$ cat config.mk
export PLATFORM = sky130hd
export DESIGN_NAME = maxpool2d_stream
export DESIGN_NICKNAME = d
export VERILOG_FILES = /design/src/rtl/maxpool2d_stream.sv
export SDC_FILE = /design/constraint.sdc
export NUM_CORES = 1
export LEC_CHECK = 0
export BUFFER_PORTS_ARGS = -buffer_cell sky130_fd_sc_hd__buf_2
export CORE_ASPECT_RATIO = 1.4
export CORE_UTILIZATION = 45
export DETAILED_ROUTE_END_ITERATION = 8
export RECOVER_POWER = 25
export SYNTH_ARGS = -nofsm -noshare
export SYNTH_HDL_FRONTEND = slang
export SYNTH_SLANG_ARGS = --single-unit
$ cat constraint.sdc
create_clock -name clk -period 9.8 [get_ports clk]
set_input_delay 0.98 -clock clk [delete_from_list [all_inputs] [get_ports clk]]
set_output_delay 0.98 -clock clk [all_outputs]
set_load 0.005 [all_outputs]
$ cat src/rtl/maxpool2d_stream.sv
// Streaming 2x2 / stride-2 max-pool over a raster-order feature map.
// A half-width line buffer carries the even-row pair maxima into the odd row.
module maxpool2d_stream #(
    parameter int WIDTH  = 32,
    parameter int HEIGHT = 32,
    parameter int DATA_W = 8
) (
    input  logic              clk,
    input  logic              rst,
    input  logic              in_valid,
    output logic              in_ready,
    input  logic [DATA_W-1:0] in_data,
    output logic              out_valid,
    input  logic              out_ready,
    output logic [DATA_W-1:0] out_data,
    output logic              frame_done
);

    localparam int CW  = $clog2(WIDTH);
    localparam int RW  = $clog2(HEIGHT);
    localparam int LBN = WIDTH / 2;
    localparam int IW  = (LBN > 1) ? $clog2(LBN) : 1;

    logic [CW-1:0]     col;
    logic [RW-1:0]     row;
    logic [DATA_W-1:0] hreg;
    logic [DATA_W-1:0] lb [LBN];
    logic              last_pending;

    logic              in_accept;
    logic              out_accept;
    logic              load;
    logic              col_last;
    logic              row_last;
    logic [IW-1:0]     lb_idx;
    logic [DATA_W-1:0] lb_rd;
    logic [DATA_W-1:0] pair_max;
    logic [DATA_W-1:0] pool_max;

    assign in_ready   = !out_valid || out_ready;
    assign in_accept  = in_valid && in_ready;
    assign out_accept = out_valid && out_ready;
    assign frame_done = out_accept && last_pending;

    assign col_last = (col == CW'(WIDTH - 1));
    assign row_last = (row == RW'(HEIGHT - 1));
    assign lb_idx   = IW'(col >> 1);
    assign lb_rd    = lb[lb_idx];
    assign pair_max = (in_data > hreg) ? in_data : hreg;
    assign pool_max = (lb_rd > pair_max) ? lb_rd : pair_max;
    // Odd row, odd column closes a 2x2 window.
    assign load     = in_accept && row[0] && col[0];

    always_ff @(posedge clk) begin
        if (rst) begin
            col          <= '0;
            row          <= '0;
            hreg         <= '0;
            out_valid    <= 1'b0;
            out_data     <= '0;
            last_pending <= 1'b0;
        end else begin
            if (out_accept) begin
                last_pending <= 1'b0;
            end
            // A load can only happen when the output slot is free or draining.
            if (load) begin
                out_data     <= pool_max;
                out_valid    <= 1'b1;
                last_pending <= col_last && row_last;
            end else if (out_accept) begin
                out_valid <= 1'b0;
            end
            if (in_accept) begin
                if (!col[0]) begin
                    hreg <= in_data;
                end
                if (col_last) begin
                    col <= '0;
                    row <= row_last ? '0 : row + RW'(1);
                end else begin
                    col <= col + CW'(1);
                end
            end
        end
    end

    // Every entry is rewritten on an even row before the odd row reads it.
    always_ff @(posedge clk) begin
        if (in_accept && !row[0] && col[0]) begin
            lb[lb_idx] <= pair_max;
        end
    end

endmodule

# Yosys cells after proc, flatten, opt, wreduce, memory -nomap -nowiden
# Memories as Yosys holds them, arrays and structs flattened. A register that Yosys moved wholly into a read port is not among the register bits.
# Cells that the tools add are included.
dict set report word_totals {
  out_inout_bits 11
  mem_bits_ro 0
  reg_bits 28
  latchBits 0
  mem_bits_rw 128
  mem_count 1
  wordCells 39
}
# name words width read_ports rd_clocked_by_memory_dff write_ports line_no
set memory_table {}
lappend memory_table {lb 16 8 1 1 1 27} ;# logic [DATA_W-1:0] lb [LBN];
dict set report op_classes {
  div_mod_pow 0
  n_mux 11
  shift 0
  reduce_logical 14
  multipliers 0
  eq_ne 2
  order_cmp 2
  n_bitwise 1
  add_sub_neg 2
}
# op count
set ops {}
lappend ops {{$gt 8x8->1} 2}
lappend ops {{$mux 8} 2}
lappend ops {{$add 5x1->5 const B} 2}
lappend ops {{$eq 5x5->1 const B} 2}
lappend ops {{$mux 5} 2}
lappend ops {{$logic_and 1x1->1} 8}
lappend ops {{$mux 4} 2}
lappend ops {{$mux 1} 5}
lappend ops {{$reduce_and 2->1} 2}
lappend ops {{$logic_not 1->1} 2}
lappend ops {{$reduce_bool 2->1} 1}
lappend ops {{$logic_or 1x1->1} 1}
lappend ops {{$not 1->1} 1}

# Logic depth before layout (Yosys ltp)
# Gate-level depths: netlist (run 1).
dict set report depth {
  ltp_word 7
  ltp_mapped 15
}

# Least setup slack after synthesis (run 1)
# Ideal clock, no wire load.
dict set report synth_path {
  path_kind {input-to-reg}
  startpoint {input port in_data[7]}
  endpoint {register out_data[0]}
  cell_stages 13
  path_buffers 1
  t_required_ns 9.721
  slack_ns 5.696
  arrival_time_ns 4.025
  path_cell_list {ha_1 a21o_1 a211oi_2 a32o_1 a221o_1 inv_1 ha_1 and3_1 a221o_1 a21o_1 buf_6 a211o_4 o221ai_2}
}
dict set report synth_via {
  elab_chain_cells 4
}
# item line_no
set synth_lines {}
lappend synth_lines {{start, declared} 12} ;# input logic [DATA_W-1:0] in_data,
lappend synth_lines {{$gt 8x8->1} 49} ;# assign pair_max = (in_data > hreg) ? in_data : hreg;
lappend synth_lines {{$mux 8} 49}
lappend synth_lines {{net pair_max[3]} 37} ;# logic [DATA_W-1:0] pair_max;
lappend synth_lines {{$gt 8x8->1} 50} ;# assign pool_max = (lb_rd > pair_max) ? lb_rd : pair_max;
lappend synth_lines {{$mux 8} 50}
lappend synth_lines {{end signal, assigned} 68} ;# out_data <= pool_max;
lappend synth_lines {{end, declared} 15} ;# output logic [DATA_W-1:0] out_data,
# The timed path passes the listed nets, and every way through them passes these cells.
# A chain may end at the register's enable or synchronous reset.

# Final worst setup path (run 1)
dict set report layout_path {
  startpoint {input port in_data[7]}
  endpoint {register out_data[2]}
}
# Same word-level chain as after synthesis.

==> results of run 1 <==
## metrics by stage
stage	power (W)	setup slack, ns	utilization	hold slack, ns	cells
floorplan	0.000849	5.70	-	0.441	441
CTS	0.00153	5.52	0.514	0.477	670
global placement	0.000876	5.28	0.475	0.447	639
global route	0.00157	4.88	0.513	0.507	670
detailed placement	0.000881	5.08	0.475	0.461	639
finish	0.00152	5.18	0.513	0.471	670
## cells in the mapped netlist (all sizes together), types with 6 or more instances
master	count	area share
ha	20	0.036
a21oi	23	0.017
clkbuf	7	0.0040
inv	18	0.0098
edfxtp	128	0.56
a22oi	15	0.016
nand2	33	0.018
buf	9	0.011
a221oi	6	0.0077
and3	6	0.0055
a32o	8	0.012
a32oi	7	0.0089
nor3	6	0.0044
nor2	22	0.012
o21ai	20	0.015
mux4	32	0.11
dfxtp	32	0.093
## per-layer routing
layer / global-route usage / wire, um
met1: 0.234 / 5930
met2: 0.353 / 7780
met3: 0.0359 / 461
met4: 0.0918 / 478
met5: 0 / 0
## where the power goes
| group | internal [W] | leakage, nW | switching (W) |
|---|---|---|---|
| clock | 0.000379 | 0.274 | 0.000275 |
| combinational | 0.0000360 | 0.865 | 0.0000699 |
| sequential | 0.000754 | 1.42 | 0.00000568 |
| total | 0.00117 | 2.56 | 0.000351 |
## worst max-delay path by stage
stage / end / slack (ns) / startpoint / cells past startpoint
3_3_place_gp: out_data[3] / 5.28 / in_data[7] / 13
5_1_grt: out_data[0] / 4.88 / in_data[7] / 13
4_1_cts: out_data[0] / 5.52 / in_data[7] / 13
6_report: out_data[2] / 5.18 / in_data[7] / 13
2_1_floorplan: out_data[0] / 5.70 / in_data[7] / 13
3_5_place_dp: out_data[0] / 5.08 / in_data[7] / 13
## state kept, by name (all words and copies together) (netlist names), named ones only
register and flops:
lb 128, col 5, out_data 8, last_pending 1, out_valid 1, row 5, hreg 8
## logic make-up after synthesis
group                    share of synthesized area
multiplexers                                 0.116
AND/OR/NAND/NOR                             0.0687
buffers and inverters                       0.0288
AO/OA/AOI/OAI                               0.0975
flip-flops                                   0.653
adder cells (fa/ha/maj)                     0.0364
## area by class of cell
class,instances,area (um^2)
multi-input combinational,244,2190
timing repair buffer,25,116
clock inverter,13,153
sequential,160,4490
inverter,18,67.6
fill,1321,7310
tap,192,240
clock buffer,18,429
## critical path: stages
cell and delay (ns):
clkbuf_1 0.11, ha_1 0.34, a21o_1 0.22, a211oi_1 0.79, a32o_1 0.22, a221o_1 0.50
inv_1 0.14, ha_1 0.32, and4_1 0.19, and3_1 0.18, nor3_1 0.62, a32oi_1 0.24
o21ai_1 0.12
==> results.yml, run 1 <==
sta:
  finalHoldViolCount: 0
  relSlewSlack: 0.323
  period_minus_slack_ns: 4.62
  max_clock_freq_ghz: 0.216
  finalCritPeriodShare: 0.472
  setup-tns-final_ns: 0
  setup_viol: 0
  rsz0062_at_grt: "no"
  fin_skew_ns: 0.00909
  tightest_slew_ns: 1.01
  finalMaxSlewViolations: 0
global_route:
  grtUsageTotal: 0.199
  grt_first_pass_wirelength_um: 22800
  overflow: 0
  grt_max_degree: 33
  antenna_found_initial: 0
  grt_pass1_vias: 4091
cts:
  postCtsSetupRepairBufs: 0
  cts_tree: "built"
  clock_sinks: 160
  clock_latency_ns: 0.42
  cts.path.max_buffers: 2
  numCtsBuffers: 17
  post_cts_resized: 0
  clockRootBuffer: "clkbuf_16"
  clk_pin_slew_ns: 0.06
  hold_buffers: 0
  ctsHtreeMaxLevel: 4
routing:
  finalWirelength_um: 14700
  viasPerCell: 5.92
  drc_errors: 0
  dr_total_vias: 3967
  drt_first_pass_iters: 4
  wire_per_inst_um: 21.9
  drt_iter0_markers: 192
  ant_nets: 0
logic_synthesis:
  syn_nets: 473
  synth_cell_types: 46
  yosysSeqAreaShare: 0.653
  syn_inst: 441
  synth_area_per_cell_um2: 15.6
  synth-async-reset-ratio: 0
  synth-edff-count: 128
  syn_area_um2: 6870
  yosys_warnings: 0
  ys.flop_type: "edfxtp_1"
  ys_ff_latch: 160
power:
  p_leak_nw: 2.56
  ir_drop_mv: 0.118
  power_density_nw_per_um2: 198
floorplanning:
  fp.dieW_um: 106
  pin_count: 23
  initial_utilization: 0.458
  row_count: 53
  dieArea_um2: 15800
  coreArea_um2: 15000
  chipHeight_um: 148
finish:
  fin_nets: 498
  layout_common_cells: "128 x edfxtp_1, 33 x nand2_1, 30 x dfxtp_1, 23 x a21oi_1, 22 x nor2_1"
  antenna_cells: 0
  area_growth_pct: 11.8
  final_layout_size_suffix_gt1_frac: 0.144
  final_common_cell: "edfxtp_1"
  stdcell_area_um2: 7680
critical_path:
  worstReg2RegStart: "hreg[5]"
  critPathLaunchType: "input port"
  end_kind: "register"
  critical_path_required_ns: 10.15
  worst-r2r-cell-count: 13
  path_class: "input port to register"
  critical_path.max_fanout: 17
  reg2reg_to: "out_data[2]"
  reg2reg_slack_ns: 5.47
  arrival_ns: 4.98
run:
  maxCapViolCount: 0
placed_design:
  gp_congestion: 0.840
  hpwl_um: 9610
  dpl_cell_area_um2: 7120
  port_buffers: 22
status:
  status: "finished clean"
worst_hold_path:
  hold_class: "register to register"
  whs_endpoint: "row[4]"
  holdPathStages: 2
  hp-start: "row[4]"
Note: power is estimated with default switching activity, not from simulation.
==> run 2, diff against run 1 <==
- clock period: 9.8 -> 4 ns (I/O delays scaled with it)
==> results.yml, run 2 (synthesis results as in run 1) <==
status:
  status: "finished clean"
critical_path:
  cp_slowest_stage_delay_ns: 0.42
  reg2reg_to: "out_data[0]"
  critical_path.max_fanout: 9
  reg2reg_slack_ns: 0.24
  end_kind: "register"
  arrival_ns: 4.10
  worst-r2r-cell-count: 12
  worstReg2RegStart: "hreg[7]"
  path_cells: "inv_1 -> ha_1 -> nand4_1 -> or2_1 -> a32o_1 -> a221oi_1 -> ha_1 -> and3_1 -> a221o_1 -> a21o_1 -> a211o_4 -> o221ai_2"
  critPathLaunchType: "register"
  path_class: "register to register"
  critical_path_required_ns: 4.35
  crit_top_cell: "ha_1"
  cp_slowest_cell: "a211o_4"
sta:
  relSlewSlack: 0.424
  max_clock_freq_ghz: 0.266
  setup-tns-final_ns: 0
  finalMaxSlewViolations: 0
  finalCritPeriodShare: 0.939
  tightest_slew_ns: 0.860
  fin_skew_ns: 0.0106
  setup_viol: 0
  period_minus_slack_ns: 3.76
  rsz0062_at_grt: "no"
  hold_ws_ns: 0.249
  finalHoldViolCount: 0
cts:
  hold_buffers: 0
  cts_tree: "built"
  clock_latency_ns: 0.42
  postCtsSetupRepairBufs: 0
  clk_pin_slew_ns: 0.07
  numCtsBuffers: 17
  clockRootBuffer: "clkbuf_16"
  cts.path.max_buffers: 2
  ctsHtreeMaxLevel: 4
  clock_sinks: 160
global_route:
  grt_first_pass_wirelength_um: 23300
  grt_max_degree: 24
  grtUsageTotal: 0.204
  overflow: 0
  antenna_found_initial: 0
  grt_pass1_vias: 4203
worst_hold_path:
  holdPathStages: 3
  hold_class: "input port to register"
  hp-start: "in_data[0]"
  whs_endpoint: "hreg[0]"
routing:
  viasPerCell: 5.85
  wire_per_inst_um: 21.7
  finalWirelength_um: 15000
  drc_errors: 0
  dr_total_vias: 4039
  drt_iter0_markers: 252
  ant_nets: 0
  drt_first_pass_iters: 5
placed_design:
  port_buffers: 22
  hpwl_um: 10500
  dpl_cell_area_um2: 7250
  post-place-cells: 658
  gp_congestion: 0.808
finish:
  largestRegisters: "lb x128, hreg x8, out_data x8"
  layout_common_cells: "128 x edfxtp_1, 33 x nand2_1, 31 x dfxtp_1, 23 x a21oi_1, 22 x nor2_1"
  antenna_cells: 0
  final_common_cell: "edfxtp_1"
  top_register: "lb"
  fin_nets: 517
  stdcell_area_um2: 7840
  largest_register_ffs: 128
  final_cells: 690
  area_growth_pct: 14.1
  final_layout_size_suffix_gt1_frac: 0.175
power:
  ir_drop_mv: 0.286
  p_leak_nw: 2.66
  power_density_nw_per_um2: 480
floorplanning:
  pin_count: 23
  dieArea_um2: 15800
  initial_utilization: 0.458
  chipHeight_um: 148
  row_count: 53
  fp.dieW_um: 106
  coreArea_um2: 15000
run:
  maxCapViolCount: 0
run 2: changes by cell type in the layout (fill, tap and decap cells not counted), moves of 2 or more:
cell,delta
clkinv_4,+3
nor3_1,+2
inv_8,-2
clkinvlp_4,-2
buf_4,+17
inv_6,+2
nor3_2,-2
run 2: what timing repair did:
| item | in CTS | in global routing |
|---|---|---|
| hold endpoints to repair | 0 | 0 |
| endpoints found under the setup margin | 0 | 8 |
| resized for setup | 0 | 2 |
run 2: layer usage:
layer | vias to the layer above | wire length [um] | global-route usage
li1 | 1873 | - | -
met1 | 2065 | 5790 | 0.239
met2 | 85 | 8350 | 0.379
met3 | 16 | 569 | 0.0386
met4 | 0 | 261 | 0.0575
met5 | - | 0 | 0
run 2: where the power goes:
group	internal [W]	switching, W
clock network	0.000936	0.000677
logic	0.000105	0.000178
registers	0.00185	0.0000177
total	0.00289	0.000873
run 2: worst max path at each step:
| stage | startpoint | to | slack, ns | cells after the start |
|---|---|---|---|---|
| detailed placement | in_data[7] | out_data[0] | 0.11 | 12 |
| global placement | in_data[7] | out_data[0] | 0.22 | 12 |
| finish | hreg[7] | out_data[0] | 0.24 | 12 |
| global route | hreg[7] | out_data[0] | 0.05 | 12 |
| CTS | hreg[7] | out_data[0] | 0.20 | 12 |
| floorplan | in_data[7] | out_data[0] | 0.48 | 13 |
run 2: final cells by class:
cell class | instances | area (um^2)
inverters | 18 | 67.6
flip-flops and latches | 160 | 4490
repair buffers | 44 | 251
well taps | 192 | 240
clock inverters | 15 | 174
fillers | 1286 | 7150
clock buffers | 17 | 425
multi-input cells | 244 | 2190
run 2: worst max-delay path: cells and delay by family, from the launching register on:
kind	cells	cell delay [ns]
simple gates	3	0.72
compound gates	6	1.86
flops	1	0.39
fa+ha+maj	2	0.64
buf+inv	1	0.07
run 2: stage by stage:
step                      setup slack [ns]  total power [W]   util
after floorplan                      0.476          0.00208      -
after global placement               0.216          0.00217  0.484
after detailed placement             0.114          0.00218  0.484
after CTS                            0.197          0.00379  0.524
after global routing                0.0530          0.00389  0.523
final                                0.244          0.00376  0.523
==> run 3, diff against run 2 <==
- CTS_BUF_LIST: unset -> sky130_fd_sc_hd__clkbuf_2 sky130_fd_sc_hd__clkbuf_4 sky130_fd_sc_hd__clkbuf_8
==> results.yml, run 3 (synthesis results as in run 1) <==
status:
  status: "finished clean"
global_route:
  grt_pass1_vias: 4196
  overflow: 0
  grt_max_degree: 24
  antenna_found_initial: 0
  grt_first_pass_wirelength_um: 23000
  grtUsageTotal: 0.202
finish:
  top_register: "lb"
  final_layout_size_suffix_gt1_frac: 0.175
  layout_common_cells: "128 x edfxtp_1, 33 x nand2_1, 31 x dfxtp_1, 23 x a21oi_1, 22 x nor2_1"
  largestRegisters: "lb x128, hreg x8, out_data x8"
  antenna_cells: 0
  final_util: 0.510
  n_fill_cell: 1313
  area_growth_pct: 11.3
  final_common_cell: "edfxtp_1"
  fin_nets: 517
  largest_register_ffs: 128
cts:
  ctsHtreeMaxLevel: 4
  clk_pin_slew_ns: 0.09
  numCtsBuffers: 17
  cts_tree: "built"
  clock_sinks: 160
  cts.path.max_buffers: 2
  clock_latency_ns: 0.44
  postCtsSetupRepairBufs: 0
  clockRootBuffer: "clkbuf_8"
sta:
  setup-tns-final_ns: 0
  rsz0062_at_grt: "no"
  fin_skew_ns: 0.0145
  tightest_slew_ns: 0.814
  finalMaxSlewViolations: 0
  relSlewSlack: 0.455
  max_clock_freq_ghz: 0.266
  period_minus_slack_ns: 3.77
  setup_ws_ns: 0.235
  finalHoldViolCount: 0
  finalCritPeriodShare: 0.941
  hold_ws_ns: 0.226
  setup_viol: 0
routing:
  drt_first_pass_iters: 4
  wire_per_inst_um: 21.3
  finalWirelength_um: 14700
  dr_total_vias: 4004
  drc_errors: 0
  viasPerCell: 5.80
  drt_iter0_markers: 242
  ant_nets: 0
floorplanning:
  row_count: 53
  coreArea_um2: 15000
  fp.dieW_um: 106
  dieArea_um2: 15800
  initial_utilization: 0.458
  chipHeight_um: 148
  pin_count: 23
run:
  maxCapViolCount: 0
power:
  p_leak_nw: 2.57
  power_density_nw_per_um2: 436
  ir_drop_mv: 0.224
critical_path:
  critPathLaunchType: "register"
  critical_path_required_ns: 4.37
  reg2reg_slack_ns: 0.23
  path_class: "register to register"
  arrival_ns: 4.13
  critical_path.max_fanout: 9
  end_kind: "register"
worst_hold_path:
  hold_class: "input port to register"
placed_design:
  hpwl_um: 10500
  gp_congestion: 0.808
  pre_cts_slack_ns: 0.114
  port_buffers: 22
==> run 3: changes by cell type in the layout (fill, tap and decap cells not counted) <==
cell	delta
clkbuf_16	-17
clkbuf_8	+17
==> run 3: stage by stage <==
step | cells | cell area (um^2) | total power (W)
global route | 690 | 7640 | 0.00347
finish | 690 | 7640 | 0.00334
global placement | 658 | 7250 | 0.00217
CTS | 690 | 7660 | 0.00337
detailed placement | 658 | 7250 | 0.00218
floorplan | 441 | 6870 | 0.00208
==> run 3: worst max-delay path: stages, from the launching register on <==
cell	delay (ns)
dfxtp_1	0.39
inv_1	0.07
ha_1	0.33
nand4_1	0.15
or2_1	0.38
a32o_1	0.30
a221oi_1	0.35
ha_1	0.31
and3_1	0.19
a221o_1	0.34
a21o_1	0.29
a211o_4	0.42
o221ai_2	0.16
==> run 3: area by class of cell <==
type                            instances  area (um^2)  share of cell area
Sequential cell                       160         4490               0.587
Multi-Input combinational cell        244         2190               0.287
Timing Repair Buffer                   44          251              0.0329
Tap cell                              192          240              0.0314
Clock buffer                           17          234              0.0306
Clock inverter                         15          174              0.0227
Inverter                               18         67.6             0.00884
==> run 3: power by group <==
part           internal [W]  switching (W)
sequential          0.00184      0.0000177
combinational      0.000105       0.000178
clock              0.000572       0.000619
==> run 3: path summary, 6_finish.rpt <==
kind                 end  cells after the start  startpoint
max          out_data[0]                     12     hreg[7]
min              hreg[0]                      3  in_data[0]
max reg2reg  out_data[0]                     12     hreg[7]
min reg2reg       row[4]                      2      row[4]
==> run 3: per-layer routing <==
metal  global-route usage  wire length [um]
met1                0.235              5760
met2                0.375              8170
met3               0.0355               574
met4               0.0637               185
met5                    0                 0
==> run 3: what timing repair did <==
item	in CTS	in global routing
setup endpoints to repair	0	8
hold buffers	0	0
gates resized for setup	0	2
